$ cat src/rtl/press_pulse_out.sv
// Paced press indicator: each press flag becomes one ON_CYCLES high pulse plus an
// OFF_CYCLES low gap; presses arriving mid-pulse wait in a saturating counter.
`timescale 1ns/1ps
module press_pulse_out #(
  parameter int ON_CYCLES  = 12_500_000,
  parameter int OFF_CYCLES = 12_500_000,
  parameter int MAX_PEND   = 7,
  localparam int PW        = $clog2(MAX_PEND + 1),
  localparam int CNT_MAX   = (ON_CYCLES > OFF_CYCLES) ? ON_CYCLES : OFF_CYCLES,
  localparam int CW        = (CNT_MAX > 1) ? $clog2(CNT_MAX) : 1
) (
  input  logic          sys_clk,
  input  logic          rst_n,
  input  logic          flag_in,
  output logic          led_out,
  output logic          busy,
  output logic [PW-1:0] pending,
  output logic          overflow
);

  typedef enum logic [1:0] {S_IDLE, S_ON, S_OFF} state_t;

  localparam logic [CW-1:0] ON_LAST  = CW'(ON_CYCLES - 1);
  localparam logic [CW-1:0] OFF_LAST = CW'(OFF_CYCLES - 1);
  localparam logic [PW-1:0] PEND_MAX = PW'(MAX_PEND);

  state_t        state, state_nx;
  logic [CW-1:0] cnt, cnt_nx;
  logic [PW-1:0] pending_nx;
  logic          overflow_nx;
  logic          dec;

  always_comb begin
    state_nx = state;
    cnt_nx   = cnt + CW'(1);
    case (state)
      S_IDLE: begin
        cnt_nx = '0;
        if (pending != '0) state_nx = S_ON;
      end
      S_ON: begin
        if (cnt == ON_LAST) begin
          state_nx = S_OFF;
          cnt_nx   = '0;
        end
      end
      S_OFF: begin
        if (cnt == OFF_LAST) begin
          cnt_nx   = '0;
          state_nx = (pending != '0) ? S_ON : S_IDLE;
        end
      end
      default: begin
        state_nx = S_IDLE;
        cnt_nx   = '0;
      end
    endcase
  end

  // A dequeue is any entry into ON; the decision uses the registered count,
  // so a same-cycle press only becomes visible next cycle.
  always_comb begin
    dec         = (state_nx == S_ON) && (state != S_ON);
    pending_nx  = pending;
    overflow_nx = overflow;
    if (flag_in && !dec) begin
      if (pending == PEND_MAX) overflow_nx = 1'b1;
      else                     pending_nx  = pending + PW'(1);
    end else if (dec && !flag_in) begin
      pending_nx = pending - PW'(1);
    end
  end

  always_ff @(posedge sys_clk or negedge rst_n) begin
    if (!rst_n) begin
      state    <= S_IDLE;
      cnt      <= '0;
      pending  <= '0;
      overflow <= 1'b0;
      led_out  <= 1'b0;
      busy     <= 1'b0;
    end else begin
      state    <= state_nx;
      cnt      <= cnt_nx;
      pending  <= pending_nx;
      overflow <= overflow_nx;
      led_out  <= (state_nx == S_ON);
      busy     <= (state_nx != S_IDLE);
    end
  end

endmodule

$ cat config.mk
export PLATFORM = sky130hd
export DESIGN_NAME = press_pulse_out
export DESIGN_NICKNAME = d
export VERILOG_FILES = /design/src/rtl/press_pulse_out.sv
export SDC_FILE = /design/constraint.sdc
export NUM_CORES = 1
export LEC_CHECK = 0
export CAP_MARGIN = 10
export CELL_PAD_IN_SITES_DETAIL_PLACEMENT = 0
export CELL_PAD_IN_SITES_GLOBAL_PLACEMENT = 1
export CORE_MARGIN = 4
export CORE_UTILIZATION = 46
export DETAILED_ROUTE_END_ITERATION = 10
export GPL_ROUTABILITY_DRIVEN = 0
export PLACE_DENSITY = 0.85
export SYNTH_ARGS = -nofsm -noshare
export SYNTH_HDL_FRONTEND = slang
export SYNTH_SLANG_ARGS = --single-unit
$ cat constraint.sdc
create_clock -name sys_clk -period 3.7 [get_ports sys_clk]
set_input_delay 1.11 -clock sys_clk [delete_from_list [all_inputs] [get_ports sys_clk]]
set_output_delay 1.11 -clock sys_clk [all_outputs]
set_load 0.01 [all_outputs]
==> results_dict.tcl, run 1 <==
set metrics [dict create \
    row_count 22 \
    routed_wl_um 3225 \
    gr-total-overflow 0 \
    crit_required_ps 3920 \
    yosysWarnings 0 \
    slowest_delay_ps 410 \
    first_pass_iters 4 \
    final_common_cell "dfrtp_1" \
    max-slew-margin-rel 0.5040 \
    ys_seq_elements 32 \
    synth.distinct_cells 41 \
    grt_pass1_wl_um 5982 \
    syn_avg_cell_area_um2 9.806 \
    synth_nets 187 \
    drc 0 \
    hold_viol_final 0 \
    synth_area_um2 1745 \
    io_buffer_count 8 \
    cts_sinks 32 \
    vias 1326 \
    via_per_inst 5.525 \
    worst_slack_ps 643.0 \
    cts-root-buf "clkbuf_8" \
    cap_violations 0 \
    antenna_left 0 \
    die_area_um2 4844 \
    startpoint "state[0]$_DFF_PN0_" \
    ioPinCount 9 \
    wl_per_cell_um 13.44 \
    drt-initial-drc-count 96 \
    cp-start-kind "flip-flop" \
    reg2reg_depth 14 \
    antenna_cells 0 \
    cts_resized 0 \
    endpoint_kind "flip-flop" \
    irDropWorstVdd_mv 0.4354 \
    die_h_um 69.60 \
    first_global_vias 1318 \
    design.core.area_um2 3661 \
    p_per_area_nw_per_um2 605.3 \
    most-common-layout-cells "dfrtp_1, nor2_1, nand3_1, xor2_1, nand2_1" \
    cts_buffers 5 \
    synth_ff_type "dfrtp_1" \
    crit_chain "inv_1 > ha_1 > nor4b_1 > o21ai_0 > a31o_1 > nor2b_1 > buf_4 > a21oi_1 > inv_1 > fa_1 > nand3_1 > a21oi_1 > o21ai_0 > o311a_1" \
    clock.fmax_mhz 327.1 \
    critPathKind "flip-flop to flip-flop" \
    initial_core_util 0.4768 \
    cts_tree "built" \
    min_path_type "flip-flop to flip-flop" \
    period_minus_slack_ps 3057 \
    rsz0062_at_grt "no" \
    total_power_mw 1.194 \
    nets 200 \
    slowest_stage "dfrtp_1" \
    grt_max_degree 33 \
    post_cts_buffers 0 \
    place_ws_ps 660.9 \
    hold_start "overflow$_DFFE_PN0P_" \
    outcome "finished, final reports clean" \
    finalMaxSlewViolations 0 \
    worst_clock_skew_ps 3.959 \
    synth_edf_count 0 \
    antenna_found_initial 0 \
    cts_max_level 2 \
    tightest_slew_ps 742.1 \
    die_w_um 69.60 \
    whs_path_depth 1 \
    postSynthCellCount 178 \
    clkSlewWorstSetupHoldPaths_ps 60 \
    fin_tns_setup_ps 0 \
    area_growth_pct 13.05 \
    groute.usage.overall 0.1564 \
    drive_gt1_frac 0.08854 \
    synthArstFlopShare 1.000 \
    p_leak_nw 0.8538 \
    holdBufCountCts 0 \
    clockBufferDepth 2 \
    cp_data_arrival_time_ps 3280 \
    setup_viol 0 \
    clk_latency_ps 290 \
    dpl.hpwl_um 2330 \
    crit_fanout 5 \
    post-route-period-util 0.8262 \
    seq_area_frac_synth 0.4588 \
    timing.rr.start "state[0]$_DFF_PN0_" \
]
-- metal layers --
metal  global-route usage  routed length [um]  vias up
li1                     -                   -      646
met1               0.1898                1455      649
met2               0.2436                1546       23
met3              0.04203                 125        8
met4              0.09978                  98        0
met5                    0                   0        -
-- sequential cells by signal, summed over array words and instances (netlist names) --
| name | cells |
|---|---|
| busy | 1 |
| cnt | 24 |
| led_out | 1 |
| overflow | 1 |
| pending | 3 |
| state | 2 |
-- final timing paths --
check                           slack [ps]                     end
worst max-delay path                   640  pending[2]$_DFFE_PN0P_
worst min-delay path                   460    overflow$_DFFE_PN0P_
worst max register to register         640  pending[2]$_DFFE_PN0P_
worst min register to register         460    overflow$_DFFE_PN0P_
max in group asynchronous             2190      state[1]$_DFF_PN0_
min in group asynchronous             1220       cnt[16]$_DFF_PN0_
-- critical path: cells and delay by family, from the launching register on --
kind | cells | cell delay [ps]
AOI/OAI and AO/OA | 6 | 1020
adders and majority gates | 2 | 600
and+or+nand+nor | 3 | 570
DFF | 1 | 410
buffers and inverters | 3 | 390
-- report_power, final --
part	internal, mW	total (mW)	switching [mW]
clock	0.151	0.271	0.120
sequential	0.407	0.484	0.0772
combinational	0.213	0.439	0.226
total	0.771	1.19	0.423
-- through the flow --
step	std cells	util	cell area, um2	hold slack [ps]
2_1_floorplan	178	-	1745	475.8
3_3_place_gp	232	0.5144	1883	462.2
3_5_place_dp	232	0.5144	1883	456.4
4_1_cts	240	0.5390	1973	470.2
5_1_grt	240	0.5390	1973	510.3
6_report	240	0.5390	1973	464.0
-- cell families after synthesis --
logic type	after synthesis	synth area share
simple gates	86	0.2609
flops	32	0.4588
xor+xnor	23	0.1154
compound gates	19	0.08675
buf+inv	11	0.02509
fa+ha+maj	6	0.04731
mux	1	0.005735
-- Yosys cell counts (all sizes together) (2+ instances only) --
library cell  number  area [um2]
nor2b              2       12.51
inv                7       26.28
and3               7       46.29
buf                3       13.76
nand3             16       80.08
nand2             10       45.04
dfrtp             32       800.8
ha                 5       62.56
o21ai              5       25.02
nand4              5       31.28
a31o               2       17.52
nor3               3       15.01
xor2              15       131.4
and4               2       17.52
a21oi              5       28.78
xnor2              8       70.07
nor2              33       133.9
-- final cells by class --
cell class / count / area [um2]
Clock buffer: 8 / 90.09
Fill cell: 334 / 1688
Inverter: 7 / 26.28
Multi-Input combinational cell: 135 / 900.9
Sequential cell: 32 / 800.8
Tap cell: 48 / 60.06
Timing Repair Buffer: 10 / 95.09
No activity file was read; power rests on OpenSTA's default activity.
==> run 2: changes to the inputs <==
- clock period: 3.7 -> 3 ns (I/O delays scaled with it)
==> run 2 against run 1 <==
  * Global-route usage down 0.40 points
  * Die area stayed put
  * Non-clock buffer count up 4
  * Via count up 0.15%
  * Power up 29%
  * Clock skew fell by 1.5 ps
  * Core utilization increased by 1.2 points
  * Critical path depth fell by 1
  * Clock-buffer cell count stayed put
  * Cell count is 1.7% higher
  * Critical path type unchanged
  * Largest power group is now combinational logic
  * Highest routed layer unchanged
==> results_dict.tcl, run 2 (synthesized netlist as in run 1, its figures left out) <==
set metrics [dict create \
    critPathKind "flip-flop to flip-flop" \
    first_global_vias 1301 \
    period_minus_slack_ps 2855 \
    endpoint_kind "flip-flop" \
    grt_max_degree 33 \
    cts_sinks 32 \
    antenna_found_initial 0 \
    hold_ws_ps 463.7 \
    holdBufCountCts 0 \
    nets 204 \
    regMostFlops "cnt" \
    crit_required_ps 3220 \
    irDropWorstVdd_mv 0.4781 \
    post-route-period-util 0.9517 \
    cts_tree "built" \
    drc 0 \
    antenna_left 0 \
    clk_latency_ps 280 \
    placed_cells 236 \
    worst_clock_skew_ps 2.442 \
    io_buffer_count 8 \
    clockBufferDepth 2 \
    cts_max_level 2 \
    hold_viol_final 0 \
    cts-root-buf "clkbuf_8" \
    die_area_um2 4844 \
    via_per_inst 5.443 \
    cp-start-kind "flip-flop" \
    gr-total-overflow 0 \
    clock.fmax_mhz 350.3 \
    setup_viol 0 \
    cap_violations 0 \
    groute.usage.overall 0.1524 \
    tightest_slew_ps 765.7 \
    max-slew-margin-rel 0.4883 \
    clkSlewWorstSetupHoldPaths_ps 60 \
    first_pass_iters 4 \
    fin_cells 244 \
    drive_gt1_frac 0.1122 \
    placed_cell_area_um2 1913 \
    min_path_type "flip-flop to flip-flop" \
    antenna_cells 0 \
    rsz0062_at_grt "no" \
    final_common_cell "dfrtp_1" \
    initial_core_util 0.4768 \
    ff_latch_area_um2 800.8 \
    outcome "finished, final reports clean" \
    cts_buffers 5 \
    design.core.area_um2 3661 \
    drt-initial-drc-count 63 \
    largest_reg_flops 24 \
    finish.instance_area_um2 2018 \
    utilization 0.5513 \
    dpl.hpwl_um 2472 \
    die_w_um 69.60 \
    cp_data_arrival_time_ps 3070 \
    row_count 22 \
    p_leak_nw 0.8796 \
    finalMaxSlewViolations 0 \
    fill_cells 331 \
    die_h_um 69.60 \
    biggestRegsByFlops "cnt x24, pending x3, state x2" \
    reg2reg_slack_ps 140 \
    vias 1328 \
    ioPinCount 9 \
    multiInputGateArea_um2 915.9 \
    p_per_area_nw_per_um2 764.8 \
    wl_per_cell_um 13.67 \
    crit_fanout 4 \
    grt_pass1_wl_um 5913 \
    most-common-layout-cells "dfrtp_1, nor2_1, nand3_1, xor2_1, nand2_1" \
    area_growth_pct 15.63 \
    routed_wl_um 3335 \
]
run 2: cell types whose count changed in the layout (fill, tap and decap cells not counted), sizes merged:
cell,delta
buf,+4
run 2: worst max-delay path: stages (launching register included):
cell and delay [ps]:
dfrtp_1 410, inv_1 150, ha_1 230, nor4b_4 260, o21ai_0 110, a31o_1 220
nor2b_1 150, a21oi_1 270, inv_1 100, fa_1 410, nand3_1 90, a21oi_1 40
o21ai_0 170, o311a_1 180
run 2: layout make-up:
type	instances	area share
multi-input cells	135	0.4538
flip-flops and latches	32	0.3968
repair buffers	14	0.06200
clock buffers	8	0.04464
well taps	48	0.02976
inverters	7	0.01302
run 2: layer usage:
metal	track usage	vias to the layer above	part of all wire
li1	-	649	-
met1	0.1963	647	0.46
met2	0.2352	26	0.48
met5	0	-	0
met3	0.04638	6	0.044
met4	0.06725	0	0.018
run 2: final timing paths:
check                                     startpoint                endpoint  cells past startpoint
worst max-delay path              state[0]$_DFF_PN0_  pending[2]$_DFFE_PN0P_                     13
worst min-delay path            overflow$_DFFE_PN0P_    overflow$_DFFE_PN0P_                      1
worst max register to register    state[0]$_DFF_PN0_  pending[2]$_DFFE_PN0P_                     13
worst min register to register  overflow$_DFFE_PN0P_    overflow$_DFFE_PN0P_                      1
max in group asynchronous                      rst_n        cnt[0]$_DFF_PN0_                      2
min in group asynchronous                      rst_n       cnt[16]$_DFF_PN0_                      2
run 2: timing repair:
item / CTS / global route
resized for setup: 1 / 1
endpoints found under the setup margin: 2 / 2
pin swaps: 0 / 0
setup buffers: 0 / 0
run 2: metrics by stage:
step / TNS (ps) / setup slack [ps] / power, mW
finish: 0 / 145.0 / 1.543
global route: 0 / 7.038 / 1.647
CTS: 0 / 140.0 / 1.551
detailed placement: -2.107 / -2.107 / 1.204
global placement: 0 / 250.1 / 1.171
floorplan: 0 / 317.9 / 0.9768
run 2: power by group:
group | internal [mW] | total, mW | leakage (nW) | switching, mW
logic | 0.303 | 0.625 | 0.411 | 0.323
clock network | 0.187 | 0.335 | 0.0455 | 0.148
registers | 0.502 | 0.583 | 0.423 | 0.0812
total | 0.992 | 1.54 | 0.880 | 0.552
==> run 3: changes to the inputs <==
- CORE_MARGIN: 4 -> not set
==> run 3 against run 2 <==
  * Cell count unchanged
  * Critical path depth unchanged
  * Sequential power down 2%
  * Non-clock buffer count unchanged
  * Die area down 16%
  * First-iteration DRC count down 4.8%
  * Design area unchanged
  * Routed wire length down 1.4%
  * Largest cell class unchanged
==> results_dict.tcl, run 3 (synthesized netlist as in run 1, its figures left out) <==
set metrics [dict create \
    outcome "finished, final reports clean" \
    critPathKind "flip-flop to flip-flop" \
    gr-total-overflow 0 \
    cts_buffers 5 \
    path_buf_inv 3 \
    wl_per_cell_um 13.48 \
    crit_top_cell "inv_1" \
    drc 0 \
    io_buffer_count 8 \
    worst_clock_skew_ps 9.371 \
    grt_pass1_wl_um 6030 \
    crit_chain "inv_1 > ha_1 > nor4b_2 > o21ai_0 > a31o_1 > nor2b_2 > a21oi_2 > inv_1 > fa_1 > inv_1 > and3_1 > mux2i_1 > o311a_1" \
    p_per_area_nw_per_um2 757.8 \
    design.core.area_um2 3661 \
    max-slew-margin-rel 0.4715 \
    cts_tree "built" \
    cts-root-buf "clkbuf_8" \
    regMostFlops "cnt" \
    ioPinCount 9 \
    biggestRegsByFlops "cnt x24, pending x3, state x2" \
    drt-initial-drc-count 60 \
    clkSlewWorstSetupHoldPaths_ps 60 \
    slowest_delay_ps 410 \
    crit_fanout 5 \
    min_path_type "flip-flop to flip-flop" \
    final_common_cell "dfrtp_1" \
    antenna_left 0 \
    placed_cells 236 \
    antenna_cells 0 \
    groute.usage.overall 0.1882 \
    cp-start-kind "flip-flop" \
    period_minus_slack_ps 2776 \
    first_pass_iters 4 \
    initial_core_util 0.4768 \
    vias 1314 \
    dpl.hpwl_um 2425 \
    finalMaxSlewViolations 0 \
    clock.fmax_mhz 360.3 \
    post-route-period-util 0.9252 \
    total_power_mw 1.529 \
    cp_data_arrival_time_ps 2940 \
    cts_sinks 32 \
    hold_viol_final 0 \
    slowest_stage "dfrtp_1" \
    die_h_um 63.60 \
    rsz0062_at_grt "no" \
    crit_required_ps 3160 \
    drive_gt1_frac 0.1327 \
    first_global_vias 1371 \
    clockBufferDepth 2 \
    p_leak_nw 0.8813 \
    nets 204 \
    grt_max_degree 33 \
    cp_top_family "compound AO/OA/AOI/OAI gates" \
    area_growth_pct 15.63 \
    die_area_um2 4045 \
    fin_tns_setup_ps 0 \
    fill_cells 332 \
    setup_viol 0 \
    largest_reg_flops 24 \
    row_count 22 \
    clk_latency_ps 280 \
    irDropWorstVdd_mv 0.5725 \
    via_per_inst 5.385 \
    routed_wl_um 3288 \
    cap_violations 0 \
    antenna_found_initial 0 \
    cts_max_level 2 \
    fin_cells 244 \
    tightest_slew_ps 790.9 \
    most-common-layout-cells "dfrtp_1, nor2_1, nand3_1, xor2_1, nand2_1" \
    die_w_um 63.60 \
    endpoint_kind "flip-flop" \
]
-- run 3: worst paths after layout --
kind / startpoint / slack (ps) / endpoint / cells past startpoint
hold / removal: overflow$_DFFE_PN0P_ / 470 / overflow$_DFFE_PN0P_ / 1
setup reg to reg: state[0]$_DFF_PN0_ / 220 / pending[2]$_DFFE_PN0P_ / 13
setup / recovery: state[0]$_DFF_PN0_ / 220 / pending[2]$_DFFE_PN0P_ / 13
min in group asynchronous: rst_n / 1010 / cnt[16]$_DFF_PN0_ / 2
max in group asynchronous: rst_n / 1700 / cnt[11]$_DFF_PN0_ / 2
hold reg to reg: overflow$_DFFE_PN0P_ / 470 / overflow$_DFFE_PN0P_ / 1
-- run 3: stage by stage --
stage | worst slack (ps) | hold slack, ps | instance area (um2) | utilization
2_1_floorplan | 317.9 | 475.8 | 1745 | -
3_3_place_gp | 244.5 | 455.8 | 1913 | 0.5226
3_5_place_dp | 27.03 | 465.5 | 1913 | 0.5226
4_1_cts | 10.72 | 479.9 | 2006 | 0.5478
5_1_grt | 12.84 | 498.5 | 2018 | 0.5513
6_report | 224.4 | 474.3 | 2018 | 0.5513
-- run 3: layout make-up --
class                           count  area, um2  share of cell area
Multi-Input combinational cell    135      913.4              0.4526
Sequential cell                    32      800.8              0.3968
Timing Repair Buffer               14      125.1             0.06200
Clock buffer                        6      82.58             0.04092
Tap cell                           48      60.06             0.02976
Inverter                            7      26.28             0.01302
Clock inverter                      2      10.01            0.004960
-- run 3: repair_timing --
item                                    4_1_cts  5_1_grt
setup buffers                                 0        0
gates resized for setup                       0        3
hold buffers                                  0        0
endpoints found under the setup margin        0        2
-- run 3: power breakdown --
group / leakage, nW / switching [mW] / total (mW) / internal [mW]
Combinational: 0.407 / 0.330 / 0.625 / 0.295
Clock: 0.0510 / 0.151 / 0.334 / 0.183
Sequential: 0.423 / 0.0689 / 0.571 / 0.502
-- run 3: per-layer routing --
layer / global-route usage / wire [um]
met5: 0 / 0
met4: 0.05114 / 35
met3: 0.03986 / 106
met2: 0.3072 / 1540
met1: 0.2509 / 1606
